[src/rtl/mem_access_unit.sv]
// Load/store initiator for the internal RAM request/valid interface.
// Handles one access at a time: check, issue a single-cycle RAM enable, extend the load data and respond.
module mem_access_unit #(
    parameter int unsigned TIMEOUT_CYCLES = 16,
    parameter bit          CHECK_ALIGN    = 1'b1
) (
    input  logic        i_clk,
    input  logic        i_rst_n,
    input  logic        i_req_valid,
    output logic        o_req_ready,
    input  logic        i_req_we,
    input  logic [2:0]  i_req_funct3,
    input  logic [31:0] i_req_addr,
    input  logic [31:0] i_req_wdata,
    output logic        o_resp_valid,
    output logic [31:0] o_resp_rdata,
    output logic [1:0]  o_resp_err,
    output logic        o_mem_enable,
    output logic [24:0] o_mem_addr,
    output logic [1:0]  o_mem_oplen,
    output logic        o_mem_we,
    output logic [31:0] o_mem_data,
    input  logic [31:0] i_mem_result,
    input  logic        i_mem_valid
);

    localparam int unsigned CntW = $clog2(TIMEOUT_CYCLES + 1);
    localparam logic [CntW-1:0] CntLast = CntW'(TIMEOUT_CYCLES - 1);

    localparam logic [1:0] ErrOk       = 2'b00;
    localparam logic [1:0] ErrAlign    = 2'b01;
    localparam logic [1:0] ErrIllegal  = 2'b10;
    localparam logic [1:0] ErrTimeout  = 2'b11;

    typedef enum logic [1:0] {StIdle, StIssue, StWait, StResp} state_e;

    state_e            r_state;
    logic [CntW-1:0]   r_cnt;
    logic [2:0]        r_funct3;
    logic              r_req_ready;
    logic              r_resp_valid;
    logic [31:0]       r_resp_rdata;
    logic [1:0]        r_resp_err;
    logic              r_mem_enable;
    logic [24:0]       r_mem_addr;
    logic [1:0]        r_mem_oplen;
    logic              r_mem_we;
    logic [31:0]       r_mem_data;

    logic              w_f3_legal;
    logic              w_addr_bad;
    logic              w_misalign;
    logic [1:0]        w_err;
    logic [1:0]        w_oplen;
    logic [31:0]       w_wdata;
    logic [31:0]       w_load_data;

    // Request checks, evaluated on the live request while idle.
    always_comb begin
        w_f3_legal = 1'b0;
        if (i_req_we) begin
            unique case (i_req_funct3)
                3'b000, 3'b001, 3'b010: w_f3_legal = 1'b1;
                default:                w_f3_legal = 1'b0;
            endcase
        end else begin
            unique case (i_req_funct3)
                3'b000, 3'b001, 3'b010, 3'b100, 3'b101: w_f3_legal = 1'b1;
                default:                                w_f3_legal = 1'b0;
            endcase
        end
    end

    always_comb begin
        w_addr_bad = |i_req_addr[31:25];
        w_misalign = 1'b0;
        if (CHECK_ALIGN) begin
            w_misalign = ((i_req_funct3[1:0] == 2'b01) && i_req_addr[0]) ||
                         ((i_req_funct3[1:0] == 2'b10) && (i_req_addr[1:0] != 2'b00));
        end
        if (!w_f3_legal || w_addr_bad) begin
            w_err = ErrIllegal;
        end else if (w_misalign) begin
            w_err = ErrAlign;
        end else begin
            w_err = ErrOk;
        end
    end

    always_comb begin
        w_oplen = 2'b11;
        w_wdata = i_req_wdata;
        unique case (i_req_funct3[1:0])
            2'b00: begin
                w_oplen = 2'b00;
                w_wdata = {24'h0, i_req_wdata[7:0]};
            end
            2'b01: begin
                w_oplen = 2'b01;
                w_wdata = {16'h0, i_req_wdata[15:0]};
            end
            default: begin
                w_oplen = 2'b11;
                w_wdata = i_req_wdata;
            end
        endcase
    end

    always_comb begin
        w_load_data = i_mem_result;
        unique case (r_funct3)
            3'b000:  w_load_data = {{24{i_mem_result[7]}}, i_mem_result[7:0]};
            3'b001:  w_load_data = {{16{i_mem_result[15]}}, i_mem_result[15:0]};
            3'b100:  w_load_data = {24'h0, i_mem_result[7:0]};
            3'b101:  w_load_data = {16'h0, i_mem_result[15:0]};
            default: w_load_data = i_mem_result;
        endcase
    end

    always_ff @(posedge i_clk) begin
        if (!i_rst_n) begin
            r_state      <= StIdle;
            r_cnt        <= '0;
            r_funct3     <= 3'b000;
            r_req_ready  <= 1'b1;
            r_resp_valid <= 1'b0;
            r_resp_rdata <= 32'h0;
            r_resp_err   <= ErrOk;
            r_mem_enable <= 1'b0;
            r_mem_addr   <= 25'h0;
            r_mem_oplen  <= 2'b00;
            r_mem_we     <= 1'b0;
            r_mem_data   <= 32'h0;
        end else begin
            r_resp_valid <= 1'b0;
            r_resp_rdata <= 32'h0;
            r_resp_err   <= ErrOk;
            r_mem_enable <= 1'b0;
            unique case (r_state)
                StIdle: begin
                    if (i_req_valid) begin
                        r_req_ready <= 1'b0;
                        r_funct3    <= i_req_funct3;
                        if (w_err != ErrOk) begin
                            r_resp_valid <= 1'b1;
                            r_resp_err   <= w_err;
                            r_state      <= StResp;
                        end else begin
                            r_mem_enable <= 1'b1;
                            r_mem_addr   <= i_req_addr[24:0];
                            r_mem_oplen  <= w_oplen;
                            r_mem_we     <= i_req_we;
                            r_mem_data   <= w_wdata;
                            r_state      <= StIssue;
                        end
                    end
                end
                StIssue: begin
                    r_cnt   <= '0;
                    r_state <= StWait;
                end
                StWait: begin
                    // A completion arriving on the final wait cycle still beats the timeout.
                    if (i_mem_valid) begin
                        r_resp_valid <= 1'b1;
                        r_resp_rdata <= r_mem_we ? 32'h0 : w_load_data;
                        r_state      <= StResp;
                    end else if (r_cnt == CntLast) begin
                        r_resp_valid <= 1'b1;
                        r_resp_err   <= ErrTimeout;
                        r_state      <= StResp;
                    end else begin
                        r_cnt <= r_cnt + 1'b1;
                    end
                end
                StResp: begin
                    r_req_ready <= 1'b1;
                    r_state     <= StIdle;
                end
                default: r_state <= StIdle;
            endcase
        end
    end

    assign o_req_ready  = r_req_ready;
    assign o_resp_valid = r_resp_valid;
    assign o_resp_rdata = r_resp_rdata;
    assign o_resp_err   = r_resp_err;
    assign o_mem_enable = r_mem_enable;
    assign o_mem_addr   = r_mem_addr;
    assign o_mem_oplen  = r_mem_oplen;
    assign o_mem_we     = r_mem_we;
    assign o_mem_data   = r_mem_data;

endmodule
[config.mk]
export PLATFORM = sky130hd
export DESIGN_NAME = mem_access_unit
export DESIGN_NICKNAME = d
export VERILOG_FILES = /design/src/rtl/mem_access_unit.sv
export SDC_FILE = /design/constraint.sdc
export NUM_CORES = 1
export LEC_CHECK = 0
export CAP_MARGIN = 30
export CORE_UTILIZATION = 41
export CTS_CLUSTER_DIAMETER = 100
export CTS_CLUSTER_SIZE = 30
export DETAILED_ROUTE_END_ITERATION = 8
export GPL_ROUTABILITY_DRIVEN = 0
export PLACE_DENSITY_LB_ADDON = 0.05
export RECOVER_POWER = 25
export SLEW_MARGIN = 0
export SYNTH_ARGS = -nofsm -noshare
export SYNTH_HDL_FRONTEND = slang
export SYNTH_SLANG_ARGS = --single-unit
[constraint.sdc]
create_clock -name i_clk -period 2.2 [get_ports i_clk]
set_input_delay 0.44 -clock i_clk [delete_from_list [all_inputs] [get_ports i_clk]]
set_output_delay 0.44 -clock i_clk [all_outputs]
set_load 0.01 [all_outputs]
== Word level (Yosys, flattened, before mapping) ==
Index checks and enable logic that the tools add are counted.
Operators by class
  bitwise logic cells: 4
  multiplexer cells: 29
  equality and inequality tests: 17
  $add $sub $neg: 1
  reduce and logical (&&, ||, !) cells: 23
Operators with widths (count)
  $pmux 32 s4: 1
  $pmux 32 s2: 1
  $mux 2: 9
  $eq 3x3->1 const B: 4
  $mux 1: 10
  $mux 5: 2
  $pmux 5 s2: 1
  $reduce_and 3->1: 3
  $pmux 2 s2: 2
  $pmux 2 s4: 1
  $reduce_bool 2->1: 4
  $reduce_or 7->1: 1
  $eq 2x2->1 const B: 3
  $eq 3x1->1 const B: 2
  $logic_not 3->1: 2
  $ne 2x2->1 const B: 3
  $reduce_and 2->1: 3
  $add 5x1->5 const B: 1
  $eq 5x4->1 const B: 1
  $reduce_or 5->1: 1
  $eq 2x1->1 const B: 2
  $logic_not 2->1: 2
  $not 1->1: 4
  $pmux 1 s2: 2
  other kinds (7): 9
Word-level totals
  output and inout bits: 97
  register bits after elaboration: 107
  input port bits: 104

== Longest topological paths before layout ==
Gate-level depths: netlist of run 1.
  depth in word-level cells: 11
  mapped depth: 8
  depth with buffers taken out: 7

== Worst setup path before layout of run 1 ==
No wires, ideal clock.
  path kind: register -> register
  start: reg r_cnt[0]
  end: reg r_cnt[2]
  stages on the path, launching flop included: 9
  setup slack: 0.202 ns
  period minus slack after synthesis: 1.998 ns
  arrival: 1.876 ns
  library setup time: 0.122 ns
  path buffers: 1
  cells stage by stage: dfxtp_1 > ha_1 > and3_1 > ha_1 > or3b_2 > clkbuf_1 > and2_1 > o21ai_0 > a21oi_1
On the way
  cells in the longest elaborated chain, start to end: 4
  elaborated cells on any way between the ends: 7
  classes of those cells: add/sub (1); eq/ne (2); mux (3); reduce/logical (1)
RTL lines
  from (decl): RTL line 38  | logic [CntW-1:0] r_cnt;
  from (signal assigned): RTL line 173  | r_cnt <= r_cnt + 1'b1;
  $add 5x1->5: RTL line 173
  $mux 5: RTL line 168  | end else if (r_cnt == CntLast) begin
  $mux 5: RTL line 164  | if (i_mem_valid) begin
  $pmux 5 s2: RTL line 139  | unique case (r_state)
Several ways; a longest one is shown, not always the timed one. The select of a mux whose other input is x is not followed.
A chain may end at the register's enable or synchronous reset.

== Worst setup path in the final report of run 1 ==
  start: in i_req_addr[26]
  end: reg r_mem_data[16], in the netlist o_mem_data[16]
On the way
  cells in the longest elaborated chain, start to end: 6
RTL lines
  from (decl): RTL line 13  | input logic [31:0] i_req_addr,
  $reduce_or 7->1: RTL line 75  | w_addr_bad = |i_req_addr[31:25];
  $logic_or 1x1->1: RTL line 81  | if (!w_f3_legal || w_addr_bad) begin
  $mux 2: RTL line 81
  $reduce_bool 2->1: RTL line 144  | if (w_err != ErrOk) begin
  $not 1->1 (no source line)
  $reduce_and 3->1 (no source line)
  to (signal assigned): RTL line 153  | r_mem_data <= w_wdata;
  to (decl): RTL line 48  | logic [31:0] r_mem_data;
Every way passes these cells.

==> summary.md, run 1 <==
| Metric | Value |
|---|---|
| Full die area | roughly 11000 sq um |
| Seq/Total Area, Yosys | 0.517 |
| Share of flip-flops with an asynchronous set or reset | 0 |
| Final setup fails | 0 |
| Static leakage | roughly 2.8 nW |
| CTS max path bufs | 2 |
| Worst setup EP type | flip-flop |
| Period minus WS final | around 2000 ps |
| Drc violations | 0 |
| Wirelength per Cell | ~14 um |
| Final ANT Viol Nets | 0 |
| Synthesized flop and latch total | roughly 110 |
| First-pass iteration count of the detailed router | 5 |
| Syn nets | approximately 570 |
| GRT overflow | 0 |
| RSZ-0062 raised after global routing | false |
| WS Path Type | in -> reg |
| Outcome | complete, no violations |
| Number of I/O pins | roughly 200 |
| Synth warn | 0 |
| Leading cell types in the layout, fill and taps excluded | 185 x clkdlybuf4s50_1, 132 x nand2_1, 107 x dfxtp_1 |
| Final setup margin | roughly 210 ps |
| Cts hold-fix bufs | 0 |
| Core Util, Final | 0.660 |
| PortBufs | 200 |
| Die W | between 100 and 150 um |
| Tcrit/Tclk final | 0.905 |
| Largest net degree at the start of global routing | 40 |
| Post-cts resize count | 0 |
| # clock sinks | between 100 and 150 |
| Synth Area per Inst | 9.05 sq um |
| Setup TNS Final | 0 ps |
| Core Area | 9770 sq um |
| Cell Pwr Density | 612 nW/um^2 |
| Worst Path Arrival | about 2300 ps |
| Cell Area, Synth | 4150 sq um |
| Main synth FF type | dfxtp_1 |
| Initial drt markers | 88 |
| Synth-to-Final Area Change | 55.6% |
| Hold WC Path Type | reg -> reg |
| Final Hold Viols | 0 |
| Maximum clock rate | around 500 MHz |
| Maximum vdd drop | around 0.36 mV |
| Type of origin of the critical path | input port |
| Row cnt | 36 |
| Via Count | 3812 |
| Worst-path clk slew | around 100 ps |
| Final Slew Violations | 0 |
| Leading cell type in the layout, fill and taps excluded | clkdlybuf4s50_1 |
| Root Buffer | clkbuf_8 |
| Initial core utilization | 0.424 |
| Post-place setup slack | -175 ps |
| Hpwl dp | between 7000 and 8000 um |
| Worst-Margin Slew | between 500 and 600 ps |
| Via-to-Cell Ratio | between 4 and 5 |
| Ant. Diodes | 0 |
| Clock latency on the worst-skew pair | between 300 and 400 ps |
| Initial antenna violation count | 0 |
| Drt total wl | 10900 um |
| GRT Overall Usage | 0.206 |
| Post-CTS setup buffer count | 0 |
| Worst path required time | 2460 ps |
| Max Clock Skew | 10.1 ps |
| Unique masters post-synth | 34 |
| Crit path max fanout | 14 |
| Synth Instances | roughly 460 |
| CTS buffer count | 9 |
| Vias in the first global route | 3588 |
| Rel. slew slack | 0.637 |
| CTS H-tree lvls | 3 |
| Fraction of layout cells with a size suffix above 1 | 0.0576 |
| First-pass GRT wire length | between 15000 and 20000 um |
| Clock tree from TritonCTS | done |
| Worst Hold Slack | 462 ps |
| Die extent in y | just over 100 um |
| Max-cap violations | 0 |
| Post-layout net count | around 770 |
| Post-synth EDFFs | 0 |
## area by class of cell
cell class,count,area (sq um)
Timing Repair Buffer,218,2140
Tap cell,133,166
Sequential cell,107,2140
Multi-Input combinational cell,314,1810
Inverter,5,18.8
Fill cell,844,3320
Clock inverter,6,41.3
Clock buffer,10,128
## stage by stage
| step | cell area, sq um | cells | total power, mW |
|---|---|---|---|
| detailed placement | 6290 | 777 | 2.92 |
| CTS | 6460 | 793 | 4.00 |
| global route | 6450 | 793 | 4.14 |
| finish | 6450 | 793 | 3.95 |
| floorplan | 4150 | 458 | 2.50 |
| global placement | 6290 | 777 | 2.90 |
## where the power goes
group / internal (mW) / switching, mW
Clock: 0.412 / 0.667
Combinational: 0.404 / 0.401
Sequential: 2.02 / 0.0484
Total: 2.83 / 1.12
## flip-flops by register name (all words and copies together) (netlist names)
register / flops
o_mem_addr: 25
o_mem_data: 32
o_mem_enable: 1
o_mem_oplen: 2
o_mem_we: 1
o_req_ready: 1
o_resp_err: 2
o_resp_rdata: 32
o_resp_valid: 1
r_cnt: 5
r_funct3: 3
r_state: 2
## per-layer routing
metal	wire, um	track usage	up-vias
met5	0	0	-
met4	262	0.0857	0
met3	987	0.0705	22
met2	5080	0.338	151
met1	4530	0.246	1726
li1	-	-	1913
## path summary, 6_finish.rpt
kind / startpoint / end / slack (ps) / cells after the start
setup / recovery: i_req_addr[26] / o_mem_data[16]$_SDFFE_PN0P_ / 210 / 6
hold / removal: o_mem_data[3]$_SDFFE_PN0P_ / o_mem_data[3]$_SDFFE_PN0P_ / 460 / 2
hold reg to reg: o_mem_data[3]$_SDFFE_PN0P_ / o_mem_data[3]$_SDFFE_PN0P_ / 460 / 2
setup reg to reg: r_cnt[0]$_SDFFE_PN0P_ / r_cnt[3]$_SDFFE_PN0P_ / 230 / 8
## critical path: stages
cell and delay (ps):
clkdlybuf4s50_1 400, nor4_1 300, nand2_1 110, or4_4 600, buf_4 240, mux2i_1 150
## Yosys cell counts, drive strengths merged (2+ instances only)
cell type | instances | area, sq um
nand2 | 132 | 495
o21ai | 14 | 70.1
ha | 6 | 75.1
nand2b | 3 | 18.8
dfxtp | 107 | 2140
mux2i | 60 | 601
nand3b | 2 | 15.0
clkbuf | 25 | 93.8
or4b | 2 | 20.0
inv | 4 | 15.0
a21oi | 38 | 190
and2 | 11 | 68.8
buf | 7 | 75.1
nor4 | 2 | 18.8
nand3 | 19 | 95.1
nor2 | 11 | 41.3
## logic make-up after synthesis
family | count (synthesis) | share of synthesized area
multiplexers | 61 | 0.148
AND/OR/NAND/NOR | 190 | 0.201
adder cells (fa/ha/maj) | 6 | 0.0181
flip-flops | 107 | 0.517
AO/OA/AOI/OAI | 57 | 0.0715
buffers and inverters | 37 | 0.0453
Power figures use the tool's default switching activity.
==> run 2, diff against run 1 <==
==> constraint.sdc (replaced) <==
create_clock -name i_clk -period 1.9 [get_ports i_clk]
set_input_delay 0.38 -clock i_clk [delete_from_list [all_inputs] [get_ports i_clk]]
set_output_delay 0.38 -clock i_clk [all_outputs]
set_load 0.01 [all_outputs]
==> summary.md, run 2 (synthesis results as in run 1) <==
| Metric | Value |
|---|---|
| Outcome | complete, no violations |
| Full die area | 10500 sq um (unchanged) |
| Worst path required time | 2170 ps (-290 ps) |
| Tcrit/Tclk final | 0.961 |
| Placed inst area | 6370 sq um (+1.2%) |
| Final ANT Viol Nets | 0 (unchanged) |
| Worst Hold Depth | 2 (unchanged) |
| Final setup fails | 0 (unchanged) |
| Maximum vdd drop | 0.457 mV (+26%) |
| Fin area | 6770 sq um (+5.0%) |
| Crit path max fanout | 13 (-1) |
| Hold WC Path Type | in -> reg |
| Type of origin of the critical path | input port |
| Reg2reg end | r_cnt[3]$_SDFFE_PN0P_ |
| First-pass iteration count of the detailed router | 4 (-1) |
| CTS H-tree lvls | 3 (unchanged) |
| Maximum clock rate | between 500 and 600 MHz |
| Initial antenna violation count | 1 (+1) |
| Fraction of layout cells with a size suffix above 1 | 0.103 (+0.0458) |
| Bufs and invs on worst path | 3 (+1) |
| Crit-path cells | dlygate4sd2_1 -> nor4_2 -> nand2_1 -> or4_4 -> buf_6 -> buf_12 -> mux2i_2 |
| Initial core utilization | 0.424 (unchanged) |
| R2R cell count | 8 (unchanged) |
| # clock sinks | 107 (unchanged) |
| Hold worst-path end | o_req_ready$_SDFFE_PN1P_ |
| Rel. slew slack | 0.605 (-0.0324) |
| Critical R2R Launch | r_cnt[0]$_SDFFE_PN0P_ |
| R2R Setup Slk | 80 ps (-150 ps) |
| GRT Overall Usage | 0.217 (+0.0108) |
| Initial drt markers | 78 (-11%) |
| Wirelength per Cell | 14.0 um (+2.4%) |
| Root Buffer | clkbuf_8 |
| First-pass GRT wire length | 17700 um (+5.2%) |
| Max-cap violations | 0 (unchanged) |
| Hpwl dp | 8040 um (+0.94%) |
| Vias in the first global route | 3773 (+5.2%) |
| Die extent in y | 103 um (unchanged) |
| Die W | 103 um (unchanged) |
| Largest net degree at the start of global routing | 58 (+45%) |
| Drc violations | 0 (unchanged) |
| Synth-to-Final Area Change | 63.4% |
| Clock latency on the worst-skew pair | 380 ps (about the same) |
| Placed cell count | 785 (+1.0%) |
| Drt total wl | 11400 um (+4.7%) |
| Row cnt | 36 (unchanged) |
| Fill count | 840 (-0.47%) |
| Post-layout net count | 782 (+2.2%) |
| Max Clock Skew | 16.2 ps (+6.08 ps) |
| Worst Path Arrival | 2100 ps (-150 ps) |
| Worst-path clk slew | 100 ps (about the same) |
| Worst min-delay path startpoint | i_rst_n |
| CTS buffer count | 9 (unchanged) |
| Layout Cells excl Fill | 811 (+2.3%) |
| CTS max path bufs | 2 (unchanged) |
| Max incr delay on CP | 570 ps (-30 ps) |
| Static leakage | 2.96 nW (+5.6%) |
| PortBufs | 200 (unchanged) |
| Cell Pwr Density | 738 nW/um^2 (+21%) |
| Worst path slowest cell | or4_4 |
| Worst-Margin Slew | 586 ps (+43.6 ps) |
| Number of I/O pins | 201 (unchanged) |
| Core Area | 9770 sq um (unchanged) |
| CP Depth | 7 (+1) |
| Via Count | 3858 (+1.2%) |
| Clock tree from TritonCTS | done |
| Period minus WS final | 1830 ps |
| Leading cell types in the layout, fill and taps excluded | 180 x clkdlybuf4s50_1, 131 x nand2_1, 103 x dfxtp_1 |
| RSZ-0062 raised after global routing | false |
| Post-place setup slack | -465 ps (-290 ps) |
| WS Path Type | in -> reg |
| Crit path max-delay family | simple AND/OR/NAND/NOR gates |
| Core Util, Final | 0.693 (+0.0328) |
| Final Hold Viols | 0 (unchanged) |
| Leading cell type in the layout, fill and taps excluded | clkdlybuf4s50_1 |
| Final setup margin | 73.8 ps (-135 ps) |
| Via-to-Cell Ratio | 4.76 (-1.0%) |
| Worst setup EP type | flip-flop |
| Final Slew Violations | 0 (unchanged) |
| GRT overflow | 0 (unchanged) |
## run 2: through the flow
stage / total power, mW / setup TNS, ps / hold WS (ps)
6_report: 5.00 / 0 / 360
4_1_cts: 5.04 / 0 / 348
3_3_place_gp: 3.42 / -26250 / 437
2_1_floorplan: 2.91 / 0 / 415
5_1_grt: 5.22 / 0 / 380
3_5_place_dp: 3.45 / -27770 / 441
## run 2: power breakdown
group | switching [mW] | internal (mW)
Combinational | 0.488 | 0.508
Sequential | 0.0580 | 2.34
Clock | 0.808 | 0.793
## run 2: worst max path at each step
stage | start | end | slack (ps)
after floorplan | r_cnt[0]$_SDFFE_PN0P_ | r_cnt[2]$_SDFFE_PN0P_ | 8
after global placement | i_req_addr[26] | o_mem_addr[19]$_SDFFE_PN0P_ | -430
after detailed placement | i_req_addr[26] | o_mem_data[10]$_SDFFE_PN0P_ | -470
after CTS | r_cnt[0]$_SDFFE_PN0P_ | r_cnt[3]$_SDFFE_PN0P_ | 6
after global routing | i_req_addr[29] | o_mem_addr[23]$_SDFFE_PN0P_ | 5
final | i_req_addr[29] | o_mem_addr[23]$_SDFFE_PN0P_ | 70
## run 2: cell type report
class / count / area (sq um) / share of cell area
multi-input cells: 314 / 1850 / 0.273
repair buffers: 235 / 2360 / 0.348
well taps: 133 / 166 / 0.0246
clock buffers: 10 / 138 / 0.0203
flip-flops and latches: 107 / 2150 / 0.317
diodes: 1 / 2.50 / 0.000369
clock inverters: 6 / 93.8 / 0.0139
inverters: 5 / 18.8 / 0.00277
## run 2: worst reg2reg max path, delay by kind of cell (launching register included)
kind	cells	cell delay, ps
buffers and inverters	1	160
AND/OR/NAND/NOR	3	670
AO/OA/AOI/OAI	2	200
flip-flops	1	340
adder cells (fa/ha/maj)	2	380
## run 2: what timing repair did
| item | in CTS | in global routing |
|---|---|---|
| endpoints found under the setup margin | 61 | 23 |
| hold endpoints to repair | 0 | 0 |
| pin swaps | 5 | 6 |
| buffers inserted | 6 | 0 |
| gates resized for setup | 16 | 12 |
| cloned | 3 | 0 |
| hold buffers | 0 | 0 |
## run 2: layer usage
layer | global-route usage | vias to the layer above | share of wire
met1 | 0.251 | 1753 | 0.41
li1 | - | 1952 | -
met2 | 0.378 | 138 | 0.50
met4 | 0.0857 | 0 | 0.017
met5 | 0 | - | 0
met3 | 0.0583 | 15 | 0.075
==> RTL edit (config.mk and constraints of run 2) <==
Set the parameter `CHECK_ALIGN` to 1'b0 (it was 1'b1).
--- a/src/rtl/mem_access_unit.sv
+++ b/src/rtl/mem_access_unit.sv
@@ -2,7 +2,7 @@
 // Handles one access at a time: check, issue a single-cycle RAM enable, extend the load data and respond.
 module mem_access_unit #(
     parameter int unsigned TIMEOUT_CYCLES = 16,
-    parameter bit          CHECK_ALIGN    = 1'b1
+    parameter bit          CHECK_ALIGN    = 1'b0
 ) (
     input  logic        i_clk,
     input  logic        i_rst_n,
Check against the original RTL: not equivalent (Yosys sat finds a counterexample within 4 cycles, from zero or initial values and one cycle with i_rst_n low).
==> RTL edit against run 2 <==
  * Area after synthesis grew 0.72%
  * Power decreased by 5.8%
  * Global-route usage shrank 0.87 points
  * Combinational power rose by 5%
  * Critical path depth unchanged
  * Critical endpoint is now r_cnt[0]
  * Setup slack gained 0.070 ns
  * Wire length fell by 1.2%
  * Highest routed layer unchanged
  * Sequential cell count unchanged
  * Cell area fell by 3.8%
==> RTL edit: results (changes against run 2) <==
* Port bufs at 200 (unchanged)
* DRT Pass-1 Iters at 4 (unchanged)
* Max_slew headroom at 0.7025 (+0.09745)
* DR iter-0 viols at 123 (+58%)
* R2R depth at 7 (-1)
* HPWL after DPL at 8073 um (+0.44%)
* Worst min-delay path class: input port to flip-flop
* Global-route wire length before repair at 17,350 um (-2.0%)
* Clock transition at path regs at between 0.1 and 0.15 ns
* Critical path's top delay family: simple AND/OR/NAND/NOR gates
* Clock Tree Buf Depth at 2 (unchanged)
* Routed length per placed instance at 14.14 um (+0.83%)
* Crit Path Max Fanout at 8 (-5)
* Seq/Total Area, Yosys at 0.5129 (-0.003714)
* Ant diodes at 0 (-1)
* Post-DP Area at 6347 um2 (-0.39%)
* Overall Global Routing Usage at 0.2079 (-0.008701)
* Synth cell types at 34 (unchanged)
* Largest net degree at the start of global routing at 52 (-10%)
* Static Leak at 2.329 nW (-21%)
* List of most frequent post-synthesis cells: 107 x dfxtp_1, 58 x o21ai_0, 57 x nand2_1, 57 x nand3_1, 33 x clkbuf_1
* Synth area leaders: dfxtp_1 51%, o21ai_0 7.0%, nand3_1 6.8%, a21boi_1 5.6%, nand2_1 5.1%
* Share of cells above drive strength 1 at 0.07100 (-0.03240)
* CTS resizes at 0 (-16)
* Worst Hold Depth at 2 (unchanged)
* CTS buffer count at 9 (unchanged)
* Final Hold Violating Endpoints at 0 (unchanged)
* Antenna violations before repair at 0 (-1)
* Status: complete, no violations
* Yosys warnings at 0 (unchanged)
* H-tree Lvls at 3 (unchanged)
* CP max stage delay at 0.45 ns (-0.12 ns)
* Post-CTS Setup Inserts at 0 (-6)
* Worst path arrival time at 2.01 ns (-0.09 ns)
* FFs w/ async S/R, synth at 0 (unchanged)
* Vias in the first global route at 3,577 (-5.2%)
* Synth Area per Inst at 9.040 um2 (-0.15%)
* Dpl cells at 779 (-0.76%)
* Mapped Nets at 572 (+0.70%)
* Setup TNS at 0 ns (unchanged)
* Layout net count at 767 (-1.9%)
* Worst skew pair latency at 0.36 ns (-0.02 ns)
* CP max stage cell: or3b_4
* Worst VDD drop at 467.2 uV (+2.2%)
* Final Skew at 0.01512 ns (-0.001080 ns)
* Routed WL at 11,240 um (-1.2%)
* Vias per cell at 5.005 (+5.2%)
[RTL edit: per-layer routing]
metal | part of all wire | global-route usage | vias to the layer above
met5 | 0 | 0 | -
li1 | - | - | 1985
met3 | 0.086 | 0.06237 | 16
met1 | 0.45 | 0.2713 | 1834
met2 | 0.45 | 0.3262 | 144
met4 | 0.016 | 0.07367 | 0
[RTL edit: final timing paths]
path	start	to	slack, ns
max	r_cnt[1]	r_cnt[0]	0.14
min	i_rst_n	o_req_ready	0.41
min reg2reg	o_mem_data[30]	o_mem_data[30]	0.46
max reg2reg	r_cnt[1]	r_cnt[0]	0.14
[RTL edit: layout make-up]
cell class | instances | area [um2]
clock inverter | 6 | 48.80
inverter | 4 | 15.01
timing repair buffer | 227 | 2211
clock buffer | 10 | 127.6
fill | 882 | 3302
sequential | 107 | 2142
multi-input combinational | 308 | 1807
tap | 133 | 166.4
[RTL edit: kinds of logic after synthesis]
kind of cell	count (synthesis)	synth area share
buf+inv	47	0.05662
flops	107	0.5129
xor+xnor	2	0.004195
simple gates	155	0.1875
fa+ha+maj	6	0.01797
compound gates	128	0.1801
mux	17	0.04074
[RTL edit: worst reg2reg max path, stage by stage (launching register included)]
cell,delay [ns]
dfxtp_1,0.34
ha_1,0.19
and3_1,0.18
ha_1,0.19
or3b_4,0.45
nand3_1,0.09
o21ai_0,0.07
and2_1,0.15
[RTL edit: per-stage QoR]
step / power, mW / setup WS, ns
floorplan: 2.966 / 0.02436
global placement: 3.473 / -0.1126
detailed placement: 3.495 / -0.2015
CTS: 4.773 / 0.01115
global route: 4.984 / 0.01417
finish: 4.710 / 0.1438
[RTL edit: where the power goes]
group	internal, mW	switching (mW)	leakage [nW]	total (mW)
combinational	0.493	0.554	1.38	1.05
sequential	2.33	0.0534	0.864	2.38
clock	0.492	0.788	0.0848	1.28
